## src/rtl/clk_div_sched.sv

```systemverilog
`default_nettype none
// =============================================================================
// Module      : clk_div_sched
// Description : Single-clock divided-tick scheduler. One free-running counter
//               produces a square wave and a tick enable at clk / 2^(sel+1).
//               Ratio changes are handshaken and applied on a period boundary.
//               Optional macro CLKDIV_TICK_CNT_EN adds a saturating tick_count.
// Revision    : 1.0 - initial release
// =============================================================================
module clk_div_sched #(
    parameter int         CNT_W       = 8,
    parameter logic [2:0] DEFAULT_SEL = 3'd0
) (
    input  logic       clk,
    input  logic       reset,
    input  logic       en,
    input  logic       cfg_valid,
    input  logic [2:0] cfg_sel,
    output logic       cfg_ready,
    output logic [2:0] active_sel,
    output logic       busy,
    output logic       div_out,
    output logic       tick,
    output logic [3:0] taps,
    output logic       y
`ifdef CLKDIV_TICK_CNT_EN
    ,
    output logic [7:0] tick_count
`endif
);

    typedef enum logic [1:0] {
        ST_IDLE = 2'd0,
        ST_RUN  = 2'd1,
        ST_PEND = 2'd2
    } state_t;

    state_t             state_q,      state_d;
    logic [CNT_W-1:0]   cnt_q,        cnt_d;
    logic [2:0]         active_sel_q, active_sel_d;
    logic [2:0]         pend_sel_q,   pend_sel_d;

    logic               w_run;
    logic               w_accept;
    logic               w_tick;
    logic [CNT_W-1:0]   w_mask;

    assign w_run    = (state_q != ST_IDLE);
    assign w_accept = cfg_valid && cfg_ready;

    // Low (active_sel+1) bits all ones marks the final cycle of a period.
    always_comb begin
        w_mask = '0;
        for (int i = 0; i < 8; i++) begin
            if (i <= int'(active_sel_q)) begin
                w_mask[i] = 1'b1;
            end
        end
    end

    assign w_tick = w_run && ((cnt_q & w_mask) == w_mask);

    always_comb begin
        state_d      = state_q;
        cnt_d        = cnt_q;
        active_sel_d = active_sel_q;
        pend_sel_d   = pend_sel_q;
        case (state_q)
            ST_IDLE: begin
                cnt_d = '0;
                if (w_accept) begin
                    active_sel_d = cfg_sel;
                end
                if (en) begin
                    state_d = ST_RUN;
                end
            end
            ST_RUN: begin
                if (!en) begin
                    state_d = ST_IDLE;
                    cnt_d   = '0;
                    if (w_accept) begin
                        active_sel_d = cfg_sel;
                    end
                end else begin
                    cnt_d = cnt_q + CNT_W'(1);
                    if (w_accept) begin
                        pend_sel_d = cfg_sel;
                        state_d    = ST_PEND;
                    end
                end
            end
            ST_PEND: begin
                // Disable takes priority over the boundary; either way the
                // held request is applied and counting restarts from zero.
                if (!en) begin
                    state_d      = ST_IDLE;
                    cnt_d        = '0;
                    active_sel_d = pend_sel_q;
                end else if (w_tick) begin
                    state_d      = ST_RUN;
                    cnt_d        = '0;
                    active_sel_d = pend_sel_q;
                end else begin
                    cnt_d = cnt_q + CNT_W'(1);
                end
            end
            default: begin
                state_d = ST_IDLE;
                cnt_d   = '0;
            end
        endcase
    end

    always_ff @(posedge clk or posedge reset) begin
        if (reset) begin
            state_q      <= ST_IDLE;
            cnt_q        <= '0;
            active_sel_q <= DEFAULT_SEL;
            pend_sel_q   <= 3'd0;
        end else begin
            state_q      <= state_d;
            cnt_q        <= cnt_d;
            active_sel_q <= active_sel_d;
            pend_sel_q   <= pend_sel_d;
        end
    end

    assign cfg_ready  = (state_q != ST_PEND);
    assign busy       = (state_q == ST_PEND);
    assign active_sel = active_sel_q;
    assign tick       = w_tick;
    assign div_out    = w_run && cnt_q[active_sel_q];
    assign taps       = w_run ? cnt_q[3:0] : 4'd0;
    assign y          = taps[0] & taps[2];

`ifdef CLKDIV_TICK_CNT_EN
    logic [7:0] tick_count_q, tick_count_d;
    logic       w_cnt_clear;

    // Cleared when leaving to IDLE or when a held ratio takes effect.
    assign w_cnt_clear = (w_run && !en) || (busy && w_tick);

    always_comb begin
        tick_count_d = tick_count_q;
        if (w_cnt_clear) begin
            tick_count_d = 8'd0;
        end else if (w_tick && (tick_count_q != 8'hFF)) begin
            tick_count_d = tick_count_q + 8'd1;
        end
    end

    always_ff @(posedge clk or posedge reset) begin
        if (reset) begin
            tick_count_q <= 8'd0;
        end else begin
            tick_count_q <= tick_count_d;
        end
    end

    assign tick_count = tick_count_q;
`endif

endmodule
`default_nettype wire

```

## config.mk

```make
export PLATFORM = sky130hd
export DESIGN_NAME = clk_div_sched
export DESIGN_NICKNAME = d
export VERILOG_FILES = /design/src/rtl/clk_div_sched.sv
export SDC_FILE = /design/constraint.sdc
export NUM_CORES = 1
export LEC_CHECK = 0
export BUFFER_PORTS_ARGS = -buffer_cell sky130_fd_sc_hd__clkbuf_2
export CAP_MARGIN = 20
export CELL_PAD_IN_SITES_DETAIL_PLACEMENT = 1
export CELL_PAD_IN_SITES_GLOBAL_PLACEMENT = 1
export CORE_MARGIN = 8
export CORE_UTILIZATION = 44
export DETAILED_ROUTE_END_ITERATION = 6
export GPL_TIMING_DRIVEN = 0
export PLACE_DENSITY = 0.84
export SLEW_MARGIN = 10
export SYNTH_ARGS = -nofsm -noshare
export SYNTH_HDL_FRONTEND = slang
export SYNTH_SLANG_ARGS = --single-unit
```

## constraint.sdc

```tcl
create_clock -name clk -period 3.57 [get_ports clk]
set_clock_uncertainty 0.15 [all_clocks]
set_input_delay 0.714 -clock clk [delete_from_list [all_inputs] [get_ports clk]]
set_output_delay 0.714 -clock clk [all_outputs]
set_load 0.05 [all_outputs]
```

# Word level (Yosys, flattened, before mapping)
# Index checks and enable logic that the tools add are counted.
totals:
  n_memories: 0
  ramBits: 0
  register_bits: 16
  latch_bits: 0
  mem_bits_ro: 0
op_classes:
  muxes: 25
  bitwise: 2
  shift: 0
  n_addsub: 1
  n_mul: 0
  reduce_logical: 9
  div: 0
  n_lt_le_gt_ge: 8
  n_eq_ne: 8
op_table:
  columns: ["cell", "n"]
  rows:
  - ["$mux W8", 3]
  - ["$pmux W8 S2", 1]
  - ["$le A3 B3 Y1 const A", 4]
  - ["$mux W3", 4]
  - ["$mux W2", 5]
  - ["$pmux W3 S3", 1]
  - ["$reduce_and A3 Y1", 3]
  - ["$add A8 B1 Y8 const B", 1]
  - ["$and A8 B8 Y8", 1]
  - ["$eq A8 B8 Y1", 1]
  - ["$mux W1", 8]
  - ["$le A2 B3 Y1 const A", 2]
  - ["$ne A2 B2 Y1 const B", 3]
  - ["$pmux W2 S3", 1]
  - ["$lt A3 B4 Y1 const B", 1]
  - ["$mux W4", 1]
  - ["$bmux W1 S3", 1]
  - ["$le A1 B3 Y1 const A", 1]
  - ["$logic_and A1 B1 Y1", 3]
  - ["$ne A3 B2 Y1 const B", 1]
  - ["$ne A3 B3 Y1 const B", 1]
  - ["$reduce_bool A3 Y1", 1]
  - ["$eq A2 B1 Y1 const B", 1]
  - ["$eq A2 B2 Y1 const B", 1]
  - ["other kinds (3)", 3]

# Logic depth before layout (Yosys ltp)
# Gate-level depths: netlist (run 1).
logic_depth:
  depth_word: 8
  ltp_mapped: 8

# Worst setup path after synthesis (run 1)
# OpenSTA, ideal clock, no wires.
synth_path:
  kind: "register to output"
  startpoint: "register state_q[1]"
  endpoint: "output tick"
  t_arrival_ns: 1.945
  setup_slack_ns: 0.761
  path_buffers: 0
  path_stages_with_launch: 7
  cell_sequence: "dfrtp_1 inv_1 ha_1 nor2b_2 o2111a_2 nand2_1 inv_1"
synth_via:
  elab_chain_len: 2
synth_rtl:
  columns: ["item", "line", "text"]
  rows:
  - ["start, declared", "38", "state_t state_q, state_d;"]
  - ["start signal, assigned", "122", "state_q <= state_d;"]
  - ["$reduce_bool A2 Y1", "48", "assign w_run = (state_q != ST_IDLE);"]
  - ["$logic_and A1 B1 Y1", "61", "assign w_tick = w_run && ((cnt_q & w_mask) == w_mask);"]
  - ["end, declared", "23", "output logic tick,"]
# No other way between the ends.

# Final worst setup path (run 1)
layout_path:
  startpoint: "register state_q[0]"
  endpoint: "output tick"
# The elaborated chain is that of the path after synthesis.

==> metrics.md, run 1 <==
| Metric | Value |
|---|---|
| Outcome | complete, no violations |
| Ys flop type | dfrtp_1 |
| Worst path required time | 2.71 ns |
| DIE AREA | about 0.0041 sq mm |
| Fillers | 263 |
| Port Buf Inserts | 18 |
| Count leader, synth | dfrtp_1 |
| Cell accounting for the most synthesized area | dfrtp_1 |
| LEAKAGE | 0.534 nW |
| Setup TNS | 0 ns |
| Area contributors post-synth | dfrtp_1, mux2_1, ha_1, nor2_1, xnor2_1 |
| Row count | 17 |
| Initial drt markers | 17 |
| Antenna Nets Post-Route | 0 |
| Clock tree from TritonCTS | yes |
| Synthesized Nets | 108 |
| Worst setup path startpoint | state_q[0] |
| Worst-path clk slew | 0.08 ns |
| Ant diodes | 0 |
| Cell class contributing the biggest share of worst-path delay | buffers and inverters |
| Int Pwr | 0.000403 W |
| Yosys top cell area share | about two fifths |
| Sequential power share | 37.7% |
| Crit path arrival time | 1.99 ns |
| Sw Share | 47.1% |
| Net Switching | 0.000360 W |
| Final hold slack | around 0.33 ns |
| CP Class | reg2out |
| Clock latency on the worst-skew pair | 0.28 ns |
| DP Wirelength | 1960 microns |
| Fmax | roughly 350 MHz |
| DR WL/cell | 17.0 microns |
| Synth Cell Area | roughly 0.0010 sq mm |
| Initial antenna violation count | 0 |
| Synth top cells by count | dfrtp_1, nor2_1, inv_1, mux2_1 |
| Crit start category | flop |
| Hold buffer count at cts | 0 |
| Via Count | 790 |
| Power Density | ~650 mW/mm^2 |
| Area grow syn2layout | 14.4% |
| Gate power share | 50.6% |
| Crit-path max cell delay | 0.39 ns |
| Sequential area share after synthesis | 39.1% |
| Fin crit share | about four fifths |
| Clock period minus worst slack | 2.86 ns |
| Clock network power share | 11.7% |
| Critical-path top delay cell | dfrtp_1 |
| Gr usage total | 12.6% |
| DIE HEIGHT | 64.2 microns |
| Share of cells above drive strength 1 | roughly 28% |
| Nets | 131 |
| Post-CTS Resized | 0 |
| Post-DP Area | between 0.001 and 0.0015 sq mm |
| Global-route wire length before repair | 4260 microns |
| Die W | 64.2 microns |
| CP cell instances | inv_1 -> ha_1 -> nor2b_2 -> o2111a_2 -> nand2_1 -> inv_1 -> clkbuf_2 |
| Final setup viols | 0 |
| Root Driver | clkbuf_4 |
| Worst Max-Slew Pin Slew | 0.614 ns |
| Number of synthesized flops with an enable pin | 0 |
| Final WL | 2470 microns |
| Vias in the first global route | 900 |
| Yosys cell types | 34 |
| Min-Delay Path Class | in2async |
| R2r startpoint | state_q[0] |
| Final Core Density | 52.9% |
| Peak supply drop | roughly 450 uV |
| Via density | about 5.4 |
| Final Worst Setup Slack | 0.712 ns |
| CP Capture Type | output pin |
| DR pass1 iterations | 4 |
| Largest net degree at the start of global routing | 17 |
| Setup slack, reg-to-reg | 1.24 ns |
| Residual DRC | 0 |
| Core ar. | 0.00221 sq mm |
| YS warnings | 0 |
| Pre-CTS WS | around 1.0 ns |
| Cells after Synth | 96 |
| Final Max Tran Viols | 0 |
| Aggregate global routing overflow | 0 |
| Post CTS Setup Buffer Count | 0 |
| Clock tree buffer depth | 2 |
| H-tree depth | 1 |
| GPL Wtd Cong | 0.798 |
| Final hold violations | 0 |
| Num CTS Buffers | 3 |
| Starting Density | a little under half |
| IO Count | 19 |
| Buffers & Inverters on Critical Path | 3 |
| Max-Cap Viols | 0 |
| Unrepaired setup endpoints after global routing | false |
| Worst rel slew slack | 59.1% |
| Most frequent CP cell | inv_1 |
| Clock Sinks | 16 |
| Number of synthesized register bits | 16 |
| FFs w/ async S/R, synth | 100% |
| CP max FO | 8 |
| Final instance area | 0.00117 sq mm |
| Mean area per synthesized cell | 10.7 sq um |
[flip-flops by register name, summed over array words and instances (netlist names)]
signal,flops
pend_sel_q,3
cnt_q,8
state_q,2
active_sel,3
[placed cells by master, fill, tap and decap left out, drive strengths merged]
cell,synthesis,layout
o2bb2ai,1,1
inv,8,8
o2111a,1,1
mux2,9,9
o41ai,1,1
xnor2,4,4
clkbuf,1,22
o221ai,1,1
mux2i,2,2
mux4,2,2
a31oi,1,1
o21ai,1,1
o211ai,1,1
nand2b,2,2
nor2,14,14
and2b,1,1
and3,1,1
dfrtp,16,16
o2111ai,1,1
a21oi,3,3
a211oi,1,1
ha,5,5
o32ai,1,1
xor2,2,2
and2,2,2
nor2b,6,6
nand2,4,4
nand3,4,4
[per-stage QoR]
| stage | cells | power (W) |
|---|---|---|
| 5_1_grt | 145 | 0.000816 |
| 3_5_place_dp | 142 | 0.000681 |
| 3_3_place_gp | 142 | 0.000661 |
| 4_1_cts | 145 | 0.000775 |
| 2_1_floorplan | 96 | 0.000583 |
| 6_report | 145 | 0.000763 |
[worst reg2reg max path, stage by stage (launching register included)]
cell and delay [ns]:
dfrtp_1 0.39, inv_1 0.11, ha_1 0.34, nor2b_2 0.20, o2111a_2 0.26, a21oi_4 0.09
a211oi_4 0.32, mux2_1 0.35
[layer usage]
layer / track usage, % / part of all wire [%]
met5: 0 / 0
met3: 3.48 / 3.8
met2: 21.1 / 50
met1: 15.0 / 45
met4: 5.18 / 1.1
[cell families (layout without fill, tap and decap cells)]
family | count (synthesis) | after routing | share of synthesized area, %
compound gates | 13 | 13 | 13.0
xor+xnor | 6 | 6 | 5.13
fa+ha+maj | 5 | 5 | 6.11
buf+inv | 9 | 30 | 3.30
flops | 16 | 16 | 39.1
mux | 13 | 13 | 16.6
simple gates | 34 | 34 | 16.7
[layout make-up]
type	count	area, sq um	area share, %
buffer	1	3.75	0.321
clock buffer	3	22.5	1.92
inverter	8	30.0	2.56
multi-input combinational	71	589	50.3
sequential	16	400	34.2
tap	28	35.0	2.99
timing repair buffer	18	90.1	7.69
[power groups by stage]
stage	Clock [W]	Combinational (W)	Sequential (W)
finish	0.0000892	0.000386	0.000288
global placement	0	0.000373	0.000288
global route	0.0000985	0.000418	0.000300
CTS	0.0000959	0.000390	0.000289
floorplan	0	0.000246	0.000337
detailed placement	0	0.000388	0.000293
[path summary, 6_finish.rpt]
path | endpoint | cells after the start
setup / recovery | tick | 7
hold / removal | cnt_q[1] | 2
setup reg to reg | active_sel[2] | 7
hold reg to reg | pend_sel_q[1] | 1
max in group asynchronous | state_q[0] | 2
min in group clk | pend_sel_q[1] | 1
Power figures use the tool's default switching activity.
==> inputs of run 2 (changes only) <==
--- a/config.mk
+++ b/config.mk
@@ -10,10 +10,10 @@
 export CELL_PAD_IN_SITES_DETAIL_PLACEMENT = 1
 export CELL_PAD_IN_SITES_GLOBAL_PLACEMENT = 1
 export CORE_MARGIN = 8
-export CORE_UTILIZATION = 44
+export CORE_UTILIZATION = 42
 export DETAILED_ROUTE_END_ITERATION = 6
 export GPL_TIMING_DRIVEN = 0
-export PLACE_DENSITY = 0.84
+export PLACE_DENSITY = 0.81
 export SLEW_MARGIN = 10
 export SYNTH_ARGS = -nofsm -noshare
 export SYNTH_HDL_FRONTEND = slang
==> constraint.sdc (replaced) <==
create_clock -name clk -period 2.8 [get_ports clk]
set_clock_uncertainty 0.15 [all_clocks]
set_input_delay 0.56 -clock clk [delete_from_list [all_inputs] [get_ports clk]]
set_output_delay 0.56 -clock clk [all_outputs]
set_load 0.05 [all_outputs]
==> run 2 against run 1 <==
Compared with the run above: flip-flop and latch count unchanged; die area is 3.6% higher; clock power up 77%; final area rose by 1.6%; sequential share of layout area is 0.54 points lower; combinational power up 30%; core utilization decreased by 3.1 points; wire length up 2.8%; highest routed layer unchanged; setup slack got worse by 0.53 ns; global-route usage is 0.50 points higher.
==> metrics.md, run 2 (synthesis gave the netlist of run 1 again) <==
| Metric | Value |
|---|---|
| Cell class contributing the biggest share of worst-path delay | buffers and inverters |
| Min-Delay Path Class | in2async |
| Setup TNS | 0 ns |
| Outcome | complete, no violations |
| Fin crit share | 93.5% |
| Worst Max-Slew Pin Slew | 0.624 ns |
| Most frequent cells in the layout | clkbuf_2, dfrtp_1, nor2_1 |
| Clock tree from TritonCTS | yes |
| Initial drt markers | 59 |
| Die W | 65.4 microns |
| Worst path required time | 2.09 ns |
| DR WL/cell | 17.2 microns |
| Share of cells above drive strength 1 | between 20% and 30% |
| Sequential power share | 35.8% |
| CP Capture Type | output pin |
| Fillers | a little under 300 |
| Net Switching | 0.000477 W |
| Final Max Tran Viols | 0 |
| Buffers & Inverters on Critical Path | 3 |
| Worst-path clk slew | 0.10 ns |
| Clock tree buffer depth | 2 |
| DIE HEIGHT | 65.4 microns |
| Crit-path max cell delay | 0.40 ns |
| Worst rel slew slack | 58.3% |
| Ant diodes | 0 |
| CP max FO | 8 |
| Unrepaired setup endpoints after global routing | false |
| Crit start category | flop |
| Clock Sinks | 16 |
| Largest net degree at the start of global routing | 17 |
| Initial antenna violation count | 0 |
| LEAKAGE | ~0.54 nW |
| Residual DRC | 0 |
| Most frequent CP cell | inv_1 |
| Core ar. | 0.00239 sq mm |
| Worst R2R Path Depth | 7 |
| Aggregate global routing overflow | 0 |
| M3 GR Usage | 3.06% |
| Row count | 18 |
| Vias in the first global route | ~920 |
| CP Class | reg2out |
| Worst r2r dst | active_sel[0] |
| Max-Cap Viols | 0 |
| Critical-path top delay cell | dfrtp_1 |
| GR Util met1 | 15.0% |
| Multi-input gate area | a little under 600 sq um |
| Gate power share | 48.8% |
| DP Wirelength | 2000 microns |
| Root Driver | clkbuf_4 |
| R2r startpoint | state_q[0] |
| Pwr Total | 0.00103 W |
| Biggest register | cnt_q |
| Clock latency on the worst-skew pair | ~0.29 ns |
| DIE AREA | 0.00427 sq mm |
| Int Pwr | 0.000549 W |
| Via density | 5.51 |
| GR peak layer | met2 |
| Fmax | 382 MHz |
| GPL Wtd Cong | 0.753 |
| Clock period minus worst slack | between 2 and 3 ns |
| Final WL | approximately 2500 microns |
| Final hold slack | 0.157 ns |
| Via Count | 815 |
| CP cell instances | inv_1 -> ha_2 -> nor2b_2 -> o2111a_2 -> nand2_1 -> inv_1 -> buf_2 |
| Commonest non-fill, non-tap cell in the layout | clkbuf_2 |
| Final hold violations | 0 |
| Starting Density | a little over two fifths |
| Routing usage on met2 | 22.9% |
| Port Buf Inserts | 18 |
| Gr usage total | 13.1% |
| Max reg flops | 8 |
| Num CTS Buffers | 3 |
| Final setup viols | 0 |
| H-tree depth | 1 |
| Power Density | 862 mW/mm^2 |
| Peak supply drop | 486 uV |
| Global-route wire length before repair | 4430 microns |
| Clock network power share | 15.4% |
| Area grow syn2layout | 16.3% |
| Register Area | 400 sq um |
| Antenna Nets Post-Route | 0 |
| IO Count | 19 |
| Setup slack, reg-to-reg | 0.57 ns |
| Crit path arrival time | 1.91 ns |
| Sw Share | ~46% |
| Nets | 131 |
| Hold buffer count at cts | 0 |
| DR pass1 iterations | 4 |
| Final Core Density | 49.8% |
run 2: stage by stage:
| stage | setup slack [ns] | std cells | area, sq um |
|---|---|---|---|
| 2_1_floorplan | 0.145 | 96 | 1020 |
| 3_3_place_gp | 0.456 | 144 | 1150 |
| 3_5_place_dp | 0.405 | 144 | 1150 |
| 4_1_cts | 0.0710 | 148 | 1190 |
| 5_1_grt | 0.0579 | 148 | 1190 |
| 6_report | 0.183 | 148 | 1190 |
run 2: area by class of cell:
| class | count | share of cell area [%] |
|---|---|---|
| Inverter | 8 | 2.52 |
| Timing Repair Buffer | 18 | 7.57 |
| Buffer | 1 | 0.315 |
| Tap cell | 30 | 3.15 |
| Multi-Input combinational cell | 71 | 49.7 |
| Clock buffer | 4 | 3.05 |
| Sequential cell | 16 | 33.6 |
run 2: worst reg2reg max path: stages (launching register included):
cell and delay [ns]:
dfrtp_1 0.40, inv_1 0.11, ha_2 0.27, nor2b_2 0.18
o2111a_2 0.26, a21oi_4 0.09, a211oi_4 0.32, mux2_1 0.35
run 2: power by group through the flow:
stage / clock network, W / registers, W / logic, W
after floorplan: 0 / 0.000429 / 0.000314
after CTS: 0.000159 / 0.000367 / 0.000502
after global placement: 0 / 0.000366 / 0.000477
final: 0.000158 / 0.000367 / 0.000500
after detailed placement: 0 / 0.000372 / 0.000502
after global routing: 0.000167 / 0.000380 / 0.000540
run 2: routing by layer:
layer	up-vias	part of all wire [%]
met5	-	0
li1	379	-
met4	0	2.1
met2	23	51
met1	407	42
met3	6	4.6
run 2: timing repair:
item	in CTS	in global routing
endpoints found under the setup margin	0	1
buffers inserted	0	0
gates resized for setup	0	2
run 2: how the worst max path moves through the flow:
stage	startpoint	end	slack (ns)	cells past startpoint
4_1_cts	state_q[1]	tick	0.07	7
6_report	state_q[0]	tick	0.18	7
5_1_grt	state_q[1]	tick	0.06	7
2_1_floorplan	state_q[1]	tick	0.14	6
3_3_place_gp	state_q[1]	tick	0.46	7
3_5_place_dp	state_q[1]	tick	0.41	7
